===== config.mk =====
export PLATFORM = sky130hd
export DESIGN_NAME = fd_pipe_stage
export DESIGN_NICKNAME = d
export VERILOG_FILES = /design/src/rtl/fd_pipe_stage.sv
export SDC_FILE = /design/constraint.sdc
export NUM_CORES = 1
export LEC_CHECK = 0
export ABC_AREA = 0
export BUFFER_PORTS_ARGS = -buffer_cell sky130_fd_sc_hd__buf_2
export CORE_UTILIZATION = 40
export CTS_CLUSTER_SIZE = 30
export DETAILED_ROUTE_END_ITERATION = 7
export PLACE_DENSITY = 0.63
export SETUP_SLACK_MARGIN = 0.4
export SYNTH_ARGS = -nofsm -noshare
export SYNTH_HDL_FRONTEND = slang
export SYNTH_SLANG_ARGS = --single-unit

===== constraint.sdc =====
create_clock -name clk -period 7.55 [get_ports clk]
set_clock_uncertainty 0.1 [all_clocks]
set_input_delay 0.755 -clock clk [delete_from_list [all_inputs] [get_ports clk]]
set_output_delay 0.755 -clock clk [all_outputs]
set_load 0.1 [all_outputs]

===== src/rtl/fd_pipe_stage.sv =====
// Fetch->Decode pipeline register with valid bit, stall hold, flush bubble and one-entry skid buffer.
// Latency: 1 cycle from an accepted fetch transfer to PCD/InstrD/PCPlus4D (2 when it passes through the skid).
// Backpressure: ReadyF = !skid_valid, registered; a stall parks at most one accepted instruction in the skid.
// Optional build macro FD_PERF_CNT_EN adds saturating StallCnt/FlushCnt/BubbleCnt counters (CNT_WIDTH wide).
module fd_pipe_stage #(
    parameter int                    DATA_WIDTH = 32,
    parameter logic [DATA_WIDTH-1:0] NOP_INSTR  = DATA_WIDTH'(32'h0000_0013)
`ifdef FD_PERF_CNT_EN
    ,
    parameter int                    CNT_WIDTH  = 16
`endif
) (
    input  logic                  clk,
    input  logic                  rst,
    input  logic [DATA_WIDTH-1:0] PCF,
    input  logic [DATA_WIDTH-1:0] InstrF,
    input  logic [DATA_WIDTH-1:0] PCPlus4F,
    input  logic                  ValidF,
    output logic                  ReadyF,
    input  logic                  StallD,
    input  logic                  FlushD,
    output logic [DATA_WIDTH-1:0] PCD,
    output logic [DATA_WIDTH-1:0] InstrD,
    output logic [DATA_WIDTH-1:0] PCPlus4D,
    output logic                  ValidD
`ifdef FD_PERF_CNT_EN
    ,
    output logic [CNT_WIDTH-1:0]  StallCnt,
    output logic [CNT_WIDTH-1:0]  FlushCnt,
    output logic [CNT_WIDTH-1:0]  BubbleCnt
`endif
);

    // Main (decode-facing) register
    logic [DATA_WIDTH-1:0] pc_q,    pc_d;
    logic [DATA_WIDTH-1:0] instr_q, instr_d;
    logic [DATA_WIDTH-1:0] pcp4_q,  pcp4_d;
    logic                  valid_q, valid_d;

    // Skid entry: always older than anything fetch offers while it is full
    logic [DATA_WIDTH-1:0] skid_pc_q,    skid_pc_d;
    logic [DATA_WIDTH-1:0] skid_instr_q, skid_instr_d;
    logic [DATA_WIDTH-1:0] skid_pcp4_q,  skid_pcp4_d;
    logic                  skid_vld_q,   skid_vld_d;

    logic transfer;
    logic load_bubble;

    // Ready depends only on registered skid state, never on StallD/FlushD
    assign ReadyF   = !skid_vld_q;
    assign transfer = ValidF && !skid_vld_q;

    assign PCD      = pc_q;
    assign InstrD   = instr_q;
    assign PCPlus4D = pcp4_q;
    assign ValidD   = valid_q;

    // Next-state selection: flush beats stall beats skid drain beats fresh load
    always_comb begin
        pc_d         = pc_q;
        instr_d      = instr_q;
        pcp4_d       = pcp4_q;
        valid_d      = valid_q;
        skid_pc_d    = skid_pc_q;
        skid_instr_d = skid_instr_q;
        skid_pcp4_d  = skid_pcp4_q;
        skid_vld_d   = skid_vld_q;
        load_bubble  = 1'b0;

        if (FlushD) begin
            // Kill decode and skid; any same-cycle transfer is dropped, PCs hold
            valid_d     = 1'b0;
            instr_d     = NOP_INSTR;
            skid_vld_d  = 1'b0;
            load_bubble = 1'b1;
        end else if (StallD) begin
            // Decode holds; an accepted instruction parks in the (empty) skid
            if (transfer) begin
                skid_pc_d    = PCF;
                skid_instr_d = InstrF;
                skid_pcp4_d  = PCPlus4F;
                skid_vld_d   = 1'b1;
            end
        end else if (skid_vld_q) begin
            // Drain the older skid entry first; ReadyF=0 so no new transfer
            pc_d       = skid_pc_q;
            instr_d    = skid_instr_q;
            pcp4_d     = skid_pcp4_q;
            valid_d    = 1'b1;
            skid_vld_d = 1'b0;
        end else if (transfer) begin
            pc_d    = PCF;
            instr_d = InstrF;
            pcp4_d  = PCPlus4F;
            valid_d = 1'b1;
        end else begin
            // Nothing to pass on: bubble with PCs held
            valid_d     = 1'b0;
            instr_d     = NOP_INSTR;
            load_bubble = 1'b1;
        end
    end

    // State registers, cleared asynchronously
    always_ff @(posedge clk or posedge rst) begin
        if (rst) begin
            pc_q         <= '0;
            instr_q      <= NOP_INSTR;
            pcp4_q       <= '0;
            valid_q      <= 1'b0;
            skid_pc_q    <= '0;
            skid_instr_q <= NOP_INSTR;
            skid_pcp4_q  <= '0;
            skid_vld_q   <= 1'b0;
        end else begin
            pc_q         <= pc_d;
            instr_q      <= instr_d;
            pcp4_q       <= pcp4_d;
            valid_q      <= valid_d;
            skid_pc_q    <= skid_pc_d;
            skid_instr_q <= skid_instr_d;
            skid_pcp4_q  <= skid_pcp4_d;
            skid_vld_q   <= skid_vld_d;
        end
    end

`ifdef FD_PERF_CNT_EN
    logic [CNT_WIDTH-1:0] stall_cnt_q;
    logic [CNT_WIDTH-1:0] flush_cnt_q;
    logic [CNT_WIDTH-1:0] bubble_cnt_q;

    assign StallCnt  = stall_cnt_q;
    assign FlushCnt  = flush_cnt_q;
    assign BubbleCnt = bubble_cnt_q;

    // Saturating event counters
    always_ff @(posedge clk or posedge rst) begin
        if (rst) begin
            stall_cnt_q  <= '0;
            flush_cnt_q  <= '0;
            bubble_cnt_q <= '0;
        end else begin
            if (StallD && !FlushD && (stall_cnt_q != '1))
                stall_cnt_q <= stall_cnt_q + CNT_WIDTH'(1);
            if (FlushD && (flush_cnt_q != '1))
                flush_cnt_q <= flush_cnt_q + CNT_WIDTH'(1);
            if (load_bubble && (bubble_cnt_q != '1))
                bubble_cnt_q <= bubble_cnt_q + CNT_WIDTH'(1);
        end
    end
`endif

endmodule


==> flow_summary.toml, run 1 <==
[routing]
routedWlPerCell_um = 17.5
ant_nets = 0
drt_iter0_markers = 152
vias = 5237
wl_um = 18000
remaining_drc_errors = 0
first_pass_iters = 5
vias_per_cell = 5.08

[floorplanning]
die_h_um = 148
die_w_um = 148
fp.coreArea_um2 = 20500
dieArea_um2 = 21800
row_count = 52
boundaryPins = 199
initial_core_util = 0.414

[power_and_ir_drop]
power_mw = 3.41
power_density_nw_per_um2 = 334
irDropWorstVdd_v = 0.000194
leakagePower_nw = 4.76

[worst_setup_path]
regToRegEndpoint = "skid_instr_q[12]"
cp-startpoint = "StallD"
endpoint_kind = "flop"
crit_path_end = "skid_instr_q[12]"
cp_max_fo = 66
cp-start-kind = "primary input"
crit_path_top_delay_cell = "nor2_4"
criticalPathCategory = "in2reg"
crit_required_ns = 7.75
critical-path-max-stage-delay_ns = 0.96
crit_chain = "buf_2 > nand2b_1 > nor2_4 > buf_4 > mux2_2"
arrival_ns = 4.00
r2r-start = "skid_vld_q"
r2r_setup_slack_ns = 4.04
r2r_cells = 4

[synth]
synthAdderAreaFrac = 0
postSynthCellCount = 567
muxShareOfSynthArea = 0.319
synthXorXnorAreaFrac = 0
synth_fp_nets = 668
synth_simple_gate_area_frac = 0.0430
avgSynthCellArea_um2 = 15.0
synth-compound-area-share = 0.0362
ys_warn_count = 0
ys_types = 20
ys_ff_latch = 194
synth_top_family_by_area = "multiplexers"
seq_area_frac_synth = 0.572
syn-cell-area_um2 = 8490

[sta]
finalCritPeriodShare = 0.502
finalSetupTns_ns = 0
worst_slew_pin_slew_ns = 1.30
maxSlewHeadroom = 0.132
hold_viol_final = 0
rsz0062_at_grt = "false"
fin_crit_ns = 3.79
final_max_slew_viol_count = 0
setup_viol = 0
max_clock_freq_mhz = 264

[clock_tree]
cts_root_buf = "clkbuf_16"
cts.sinks = 194
clock_latency_ns = 0.43
ctsLongestPathBuffers = 2
post_cts_resized = 0
cts_tree = "yes"
numCtsBuffers = 17
postCtsHoldBufs = 0
h-tree-depth = 4
clkTransAtPathRegs_ns = 0.06
post_cts_buffers = 0

[grt]
grt_pass1_wl_um = 29200
gr-total-overflow = 0
grt_use_total = 0.172
antenna_found_initial = 2
grt_max_degree = 114
grt_pass1_vias = 5560

[finish]
syn2layout_area_growth_pct = 20.3
nets = 847
regArea_um2 = 4870
multi_input_area_um2 = 3390
finalNonFillerCells = 1030
layout-drive-gt1-share = 0.562
post-route-util = 0.498
fillers = 1828

[placed_design]
dp_cells = 997
numPortBuffers = 198
hpwlAfterDp_um = 11700
gp_congestion = 0.771

[min_path]
hold_depth = 1
holdCritPathClass = "reg2reg"

[job]
drv_cap = 0

[run_status]
status = "finished clean"
==> cell usage in the layout, fill, tap and decap left out, types with 4 or more instances in the layout <==
cell type,n
mux2_1,40
dfrtp_1,187
clkinvlp_4,4
a221oi_1,29
mux2_2,135
buf_2,198
buf_4,4
o21ai_0,4
nor2b_1,29
dfstp_2,6
mux2_4,49
clkbuf_16,17
nor3_1,29
==> synthesized netlist by cell type <==
master | number | share of area
or3_1 | 1 | 0.00074
inv_1 | 3 | 0.0013
dfrtp_1 | 188 | 0.55
mux2_1 | 40 | 0.053
buf_2 | 16 | 0.0094
nor2_2 | 1 | 0.00074
o21ai_0 | 4 | 0.0024
clkbuf_1 | 15 | 0.0066
nor3_1 | 29 | 0.017
a21oi_1 | 3 | 0.0018
mux2_4 | 49 | 0.087
nor2b_1 | 30 | 0.022
a221oi_1 | 29 | 0.030
buf_4 | 5 | 0.0044
nand2b_1 | 2 | 0.0015
o22ai_1 | 3 | 0.0022
buf_6 | 6 | 0.0080
nor2_1 | 2 | 0.00088
dfstp_2 | 6 | 0.019
mux2_2 | 135 | 0.18
==> flip-flops by register name, indices dropped and copies added (netlist names) <==
register      count
InstrD           32
ValidD            1
skid_vld_q        1
skid_instr_q     32
PCPlus4D         32
skid_pcp4_q      32
PCD              32
skid_pc_q        32
==> worst min path at each step <==
stage | startpoint | endpoint | slack [ns]
after detailed placement | skid_pc_q[24] | skid_pc_q[24] | 0.37
after floorplan | skid_pc_q[10] | skid_pc_q[10] | 0.35
after CTS | skid_pc_q[24] | skid_pc_q[24] | 0.38
after global routing | skid_pcp4_q[0] | skid_pcp4_q[0] | 0.40
final | skid_pcp4_q[0] | skid_pcp4_q[0] | 0.38
after global placement | skid_pc_q[7] | skid_pc_q[7] | 0.36
==> area by class of cell <==
type                            count  area share
Sequential cell                   194       0.476
Tap cell                          270      0.0331
Inverter                            3     0.00159
Antenna cell                        2    0.000490
Clock inverter                     11      0.0127
Multi-Input combinational cell    328       0.332
Timing Repair Buffer              202       0.100
Clock buffer                       20      0.0437
==> worst max-delay path: cells and delay by family <==
kind / cells / cell delay [ns]
mux: 1 / 0.41
simple gates: 2 / 1.22
buf+inv: 2 / 1.54
==> power breakdown <==
part | total (mW) | switching, mW | internal (mW)
Clock | 0.891 | 0.393 | 0.498
Sequential | 1.35 | 0.107 | 1.24
Combinational | 1.17 | 0.871 | 0.297
==> cells by family (layout without fill, tap and decap cells) <==
group | count (synthesis) | in the layout
multiplexers | 224 | 224
AND/OR/NAND/NOR | 65 | 65
flip-flops | 194 | 194
other | 0 | 2
AO/OA/AOI/OAI | 39 | 39
buffers and inverters | 45 | 236
==> layer usage <==
layer,global-route usage,up-vias,part of all wire
met4,0.0567,0,0.014
met2,0.286,138,0.49
met3,0.0537,20,0.060
li1,-,2415,-
met5,0,-,0
met1,0.211,2664,0.43
==> stage by stage <==
stage / hold WS, ns / setup slack (ns) / area (um2)
finish: 0.381 / 3.76 / 10200
global route: 0.401 / 3.49 / 10200
CTS: 0.384 / 3.74 / 10200
detailed placement: 0.368 / 3.28 / 9630
global placement: 0.361 / 3.36 / 9630
floorplan: 0.352 / 1.42 / 8490
(Power assumes the default switching activity.)
==> run 2: changes to the inputs <==
--- a/config.mk
+++ b/config.mk
@@ -5,7 +5,7 @@
 export SDC_FILE = /design/constraint.sdc
 export NUM_CORES = 1
 export LEC_CHECK = 0
-export ABC_AREA = 0
+export ABC_AREA = 1
 export BUFFER_PORTS_ARGS = -buffer_cell sky130_fd_sc_hd__buf_2
 export CORE_UTILIZATION = 40
 export CTS_CLUSTER_SIZE = 30
==> constraint.sdc (replaced) <==
create_clock -name clk -period 3.9 [get_ports clk]
set_clock_uncertainty 0.1 [all_clocks]
set_input_delay 0.39 -clock clk [delete_from_list [all_inputs] [get_ports clk]]
set_output_delay 0.39 -clock clk [all_outputs]
set_load 0.1 [all_outputs]
==> run 2 against run 1 <==
Total power increased by 78%. Non-clock buffer count rose by 9. Synthesized area is 0.80% higher. Sequential cell count is the same. Critical endpoint is now ReadyF. Synthesized cell count is 100% higher. Count of clock-buffer cells in the layout is 1 higher. Worst setup slack lost 3.0 ns.
==> flow_summary.toml, run 2 <==
[run_status]
status = "finished clean"

[floorplanning]
fp.coreArea_um2 = 21000
row_count = 53
die_w_um = 148
initial_core_util = 0.407
boundaryPins = 199
dieArea_um2 = 22000
die_h_um = 148

[synth]
synth.largest_area_cell = "dfrtp_1"
yosysMostFrequentCell = "nand2_1"
ys_types = 16
ys_warn_count = 0
synthArstFlopShare = 1.00
synth_common_cells = "nand2_1 (831), dfrtp_1 (188), buf_2 (37)"
avgSynthCellArea_um2 = 7.48
synth_fp_nets = 1245
ys_ff_latch = 194
seq_area_frac_synth = 0.568
synth-edff-count = 0
postSynthCellCount = 1144
synth_top_area_share = 0.549
ys.flop_type = "dfrtp_1"
syn-cell-area_um2 = 8560
synthTopCellsByArea = "dfrtp_1 (55%), nand2_1 (36%), buf_2 (2.2%)"

[sta]
rsz0062_at_grt = "false"
final_max_slew_viol_count = 0
finalSetupTns_ns = 0
fin_crit_ns = 3.17
finalCritPeriodShare = 0.814
worst_slew_pin_slew_ns = 1.11
maxSlewHeadroom = 0.260
hold_viol_final = 0
max_clock_freq_mhz = 315
setup_viol = 0

[finish]
final_cell_mix = "nand2_1 (831), buf_2 (198), dfrtp_1 (187), nand3_1 (29), clkbuf_16 (17)"
multi_input_area_um2 = 3380
syn2layout_area_growth_pct = 20.9
finalNonFillerCells = 1600
nets = 1411
layout-drive-gt1-share = 0.194
post-route-util = 0.493
regArea_um2 = 4870
final_common_cell = "nand2_1"
fillers = 2085

[routing]
vias_per_cell = 4.59
remaining_drc_errors = 0
first_pass_iters = 7
ant_nets = 0
wl_um = 21800
vias = 7343
routedWlPerCell_um = 13.6
drt_iter0_markers = 411

[job]
drv_cap = 0

[worst_setup_path]
endpoint_kind = "output pin"
arrival_ns = 2.68
cp-start-kind = "flop"
cp_max_fo = 97
criticalPathCategory = "reg2out"
crit_required_ns = 3.41

[clock_tree]
cts.sinks = 194
ctsLongestPathBuffers = 2
clock_latency_ns = 0.42
h-tree-depth = 4
post_cts_buffers = 0
clkTransAtPathRegs_ns = 0.07
numCtsBuffers = 17
cts_tree = "yes"
cts_root_buf = "clkbuf_16"

[placed_design]
gp_congestion = 0.761
hpwlAfterDp_um = 13400
dp_cells = 1565
numPortBuffers = 198

[power_and_ir_drop]
irDropWorstVdd_v = 0.000289
power_mw = 6.07
power_density_nw_per_um2 = 587
leakagePower_nw = 6.15

[grt]
grt_use_total = 0.208
grt_max_degree = 98
grt_pass1_vias = 7110
gr-total-overflow = 0
antenna_found_initial = 2
grt_pass1_wl_um = 36100

[min_path]
holdCritPathClass = "in2reg"
## run 2: final timing paths
check                      startpoint         endpoint  slack (ns)  depth (start not counted)
max                        skid_vld_q           ReadyF        0.73                          3
min reg2reg                   PCD[22]          PCD[22]        0.37                          2
max reg2reg                skid_vld_q     PCPlus4D[19]        0.94                          6
max in group asynchronous         rst       skid_vld_q        2.63                          4
min                         InstrF[0]  skid_instr_q[0]        0.06                          3
min in group asynchronous         rst    skid_pc_q[21]        0.31                          3
## run 2: critical path, cell delays in order, from the launching register on
cell and delay [ns]:
dfrtp_4 0.69, clkinv_2 0.11, buf_4 0.85, buf_2 0.58
## run 2: final cells by class
cell class / instances / share of cell area
Antenna cell: 2 / 0.000483
Inverter: 8 / 0.00338
Multi-Input combinational cell: 878 / 0.326
Clock inverter: 11 / 0.0145
Sequential cell: 194 / 0.470
Clock buffer: 21 / 0.0445
Timing Repair Buffer: 211 / 0.108
Tap cell: 275 / 0.0332
## run 2: power by group
part	total [mW]	internal (mW)	switching (mW)
clock	1.83	1.05	0.780
combinational	1.75	0.310	1.44
sequential	2.50	2.33	0.172
## run 2: what timing repair did
item | CTS | global route
hold buffers | 1 | 0
endpoints found under the hold margin | 2 | 0
resized for setup | 0 | 0
## run 2: kinds of logic (layout without fill, tap and decap cells)
kind of cell / Yosys count / count (layout) / share of synthesized area
DFF: 194 / 194 / 0.568
other: 0 / 2 / 0
buffers and inverters: 72 / 251 / 0.0409
AOI/OAI and AO/OA: 4 / 4 / 0.00234
and+or+nand+nor: 874 / 874 / 0.389
## run 2: through the flow
| step | setup WS, ns | hold slack, ns | instance area, um2 |
|---|---|---|---|
| after floorplan | 0.910 | 0.348 | 8570 |
| after global placement | 0.998 | 0.210 | 9730 |
| after detailed placement | 0.937 | 0.212 | 9730 |
| after CTS | 0.677 | 0.0439 | 10300 |
| after global routing | 0.566 | 0.0565 | 10400 |
| final | 0.725 | 0.0586 | 10400 |
## run 2: per-layer routing
metal  up-vias  GRT usage  routed length, um
met5         -          0                  0
met4         0     0.0526                130
met3        16     0.0420               1090
met2       159      0.328               9980
met1      3408      0.292              10600
li1       3760          -                  -
==> run 3: changes to the inputs <==
--- a/config.mk
+++ b/config.mk
@@ -10,7 +10,7 @@
 export CORE_UTILIZATION = 40
 export CTS_CLUSTER_SIZE = 30
 export DETAILED_ROUTE_END_ITERATION = 7
-export PLACE_DENSITY = 0.63
+export PLACE_DENSITY = 0.66
 export SETUP_SLACK_MARGIN = 0.4
 export SYNTH_ARGS = -nofsm -noshare
 export SYNTH_HDL_FRONTEND = slang
==> constraint.sdc (replaced) <==
create_clock -name clk -period 2.7 [get_ports clk]
set_clock_uncertainty 0.1 [all_clocks]
set_input_delay 0.27 -clock clk [delete_from_list [all_inputs] [get_ports clk]]
set_output_delay 0.27 -clock clk [all_outputs]
set_load 0.1 [all_outputs]
==> run 3 against run 2 <==
Sequential cell count stayed put. Sequential share of layout area is 4.2 points lower. Register-to-register slack worse by 0.27 ns. Combinational power is 51% higher. First-iteration DRC count is 16% higher. Sequential power is 44% higher. Clock power is 36% higher. Non-clock buffer count is 102 higher. Count of clock-buffer cells in the layout is 3 higher. Total power is 44% higher. Global-route usage is 0.84 points higher. Worst hold slack worse by 0.0025 ns. Largest cell class unchanged. Largest power group unchanged.
==> flow_summary.toml, run 3 (synthesis gave the netlist of run 2 again) <==
[run_status]
status = "finished clean"

[power_and_ir_drop]
comb_power_share = 0.303
sequentialPowerShare = 0.413
clockPowerShare = 0.284
power_mw = 8.75
power_density_nw_per_um2 = 769
sw_frac_of_total = 0.393
leakagePower_nw = 6.59
irDropWorstVdd_v = 0.000473
switchingPower_mw = 3.44
intPower_mw = 5.31

[routing]
vias = 7906
wl_um = 22800
wl_met3_um = 1280
wl_met1_um = 10800
first_pass_iters = 5
topRoutingLayerUsed = "met4"
routedWlPerCell_um = 13.4
dr_wl_met2_um = 10500
vias_per_cell = 4.65
remaining_drc_errors = 0
ant_nets = 0
drt_iter0_markers = 476

[floorplanning]
dieArea_um2 = 22000
die_w_um = 148
row_count = 53
initial_core_util = 0.407
boundaryPins = 199
fp.coreArea_um2 = 21000
die_h_um = 148

[clock_tree]
h-tree-depth = 4
ctsLongestPathBuffers = 2
numCtsBuffers = 17
clock_latency_ns = 0.43
cts_root_buf = "clkbuf_16"
post_cts_buffers = 0
clkTransAtPathRegs_ns = 0.07
cts_tree = "yes"
cts.sinks = 194

[placed_design]
gp_congestion = 0.751
placement.cell_area_um2 = 9820
numPortBuffers = 198
hpwlAfterDp_um = 13800
pre_cts_ws_ns = 0.579

[sta]
hold_viol_final = 0
final_max_slew_viol_count = 0
worst_slack_ns = 0.625
worst_slew_pin_slew_ns = 0.739
fin_crit_ns = 2.08
maxSlewHeadroom = 0.507
max_clock_freq_mhz = 482
hold_ws_ns = 0.0561
finalCritPeriodShare = 0.769
rsz0062_at_grt = "false"
setup_viol = 0

[worst_setup_path]
cp_max_fo = 28
critical-path-max-stage-delay_ns = 0.63
worst-path-buf-inv = 2
criticalPathCategory = "reg2out"
critPathTopFamily = "buffers and inverters"
endpoint_kind = "output pin"
crit_path_top_delay_cell = "dfrtp_4"
crit_required_ns = 2.33
arrival_ns = 1.71
crit_chain = "inv_4 > buf_4"
cp-start-kind = "flop"

[finish]
fin_area_um2 = 11400
nets = 1513
layout-drive-gt1-share = 0.184
final_cell_mix = "nand2_1 (831), buf_2 (197), dfrtp_1 (187), dlygate4sd3_1 (97), nand3_1 (29)"
fillers = 1964
post-route-util = 0.541
syn2layout_area_growth_pct = 32.9
final_common_cell = "nand2_1"

[grt]
gr-total-overflow = 0
grt_use_total = 0.216
antenna_found_initial = 2
grt_pass1_vias = 7463
grt_pass1_wl_um = 37700
grt_max_degree = 66

[min_path]
holdCritPathClass = "in2reg"

[job]
drv_cap = 0
run 3: changes by cell type in the layout (fill, tap and decap cells not counted), sizes merged:
cell and delta:
buf +6, clkinvlp -1, inv -1, dlygate4sd3 +96, clkbuf +3, bufinv -2
run 3: path summary, 6_finish.rpt:
| path | start | end | slack, ns | depth (start not counted) |
|---|---|---|---|---|
| hold reg to reg | PCPlus4D[9] | PCPlus4D[9] | 0.37 | 2 |
| hold / removal | FlushD | InstrD[4] | 0.06 | 3 |
| max in group asynchronous | rst | InstrD[1] | 1.34 | 4 |
| setup / recovery | skid_vld_q | ReadyF | 0.62 | 2 |
| min in group asynchronous | rst | InstrD[2] | 0.37 | 3 |
| setup reg to reg | skid_vld_q | skid_pc_q[25] | 0.67 | 6 |
run 3: per-layer routing:
metal	GRT usage	vias to the layer above
met1	0.302	3677
met3	0.0454	17
met2	0.343	240
li1	-	3972
met4	0.0521	0
met5	0	-
run 3: worst reg2reg max path: stages (launching register included):
cell	delay, ns
dfrtp_4	0.63
inv_4	0.28
nand2_1	0.14
nor2_4	0.10
buf_4	0.50
nand2_1	0.14
nand2_1	0.09
run 3: final cells by class:
| cell class | count | area [um2] | share of cell area |
|---|---|---|---|
| flip-flops and latches | 194 | 4870 | 0.428 |
| repair buffers | 313 | 2170 | 0.191 |
| clock buffers | 24 | 502 | 0.0441 |
| well taps | 275 | 344 | 0.0302 |
| multi-input cells | 878 | 3380 | 0.297 |
| diodes | 2 | 5.00 | 0.000440 |
| inverters | 8 | 36.3 | 0.00319 |
| clock inverters | 7 | 73.8 | 0.00649 |
run 3: timing repair:
action	4_1_cts	5_1_grt
gates resized for setup	1	1
cloned	0	0
pin swaps	0	0
hold buffers	97	0
setup endpoints to repair	1	1
hold endpoints to repair	112	0
run 3: metrics by stage:
step	setup TNS (ns)	std cells
final	0	1701
after global routing	0	1700
after CTS	0	1699
after detailed placement	0	1571
after global placement	0	1571
after floorplan	-31.87	1144
run 3: power by group through the flow:
stage	registers (mW)	clock network (mW)	logic, mW
detailed placement	3.66	0	2.56
global placement	3.65	0	2.53
finish	3.61	2.48	2.65
global route	3.67	2.66	2.83
floorplan	5.05	0	0.630
CTS	3.61	2.55	2.67
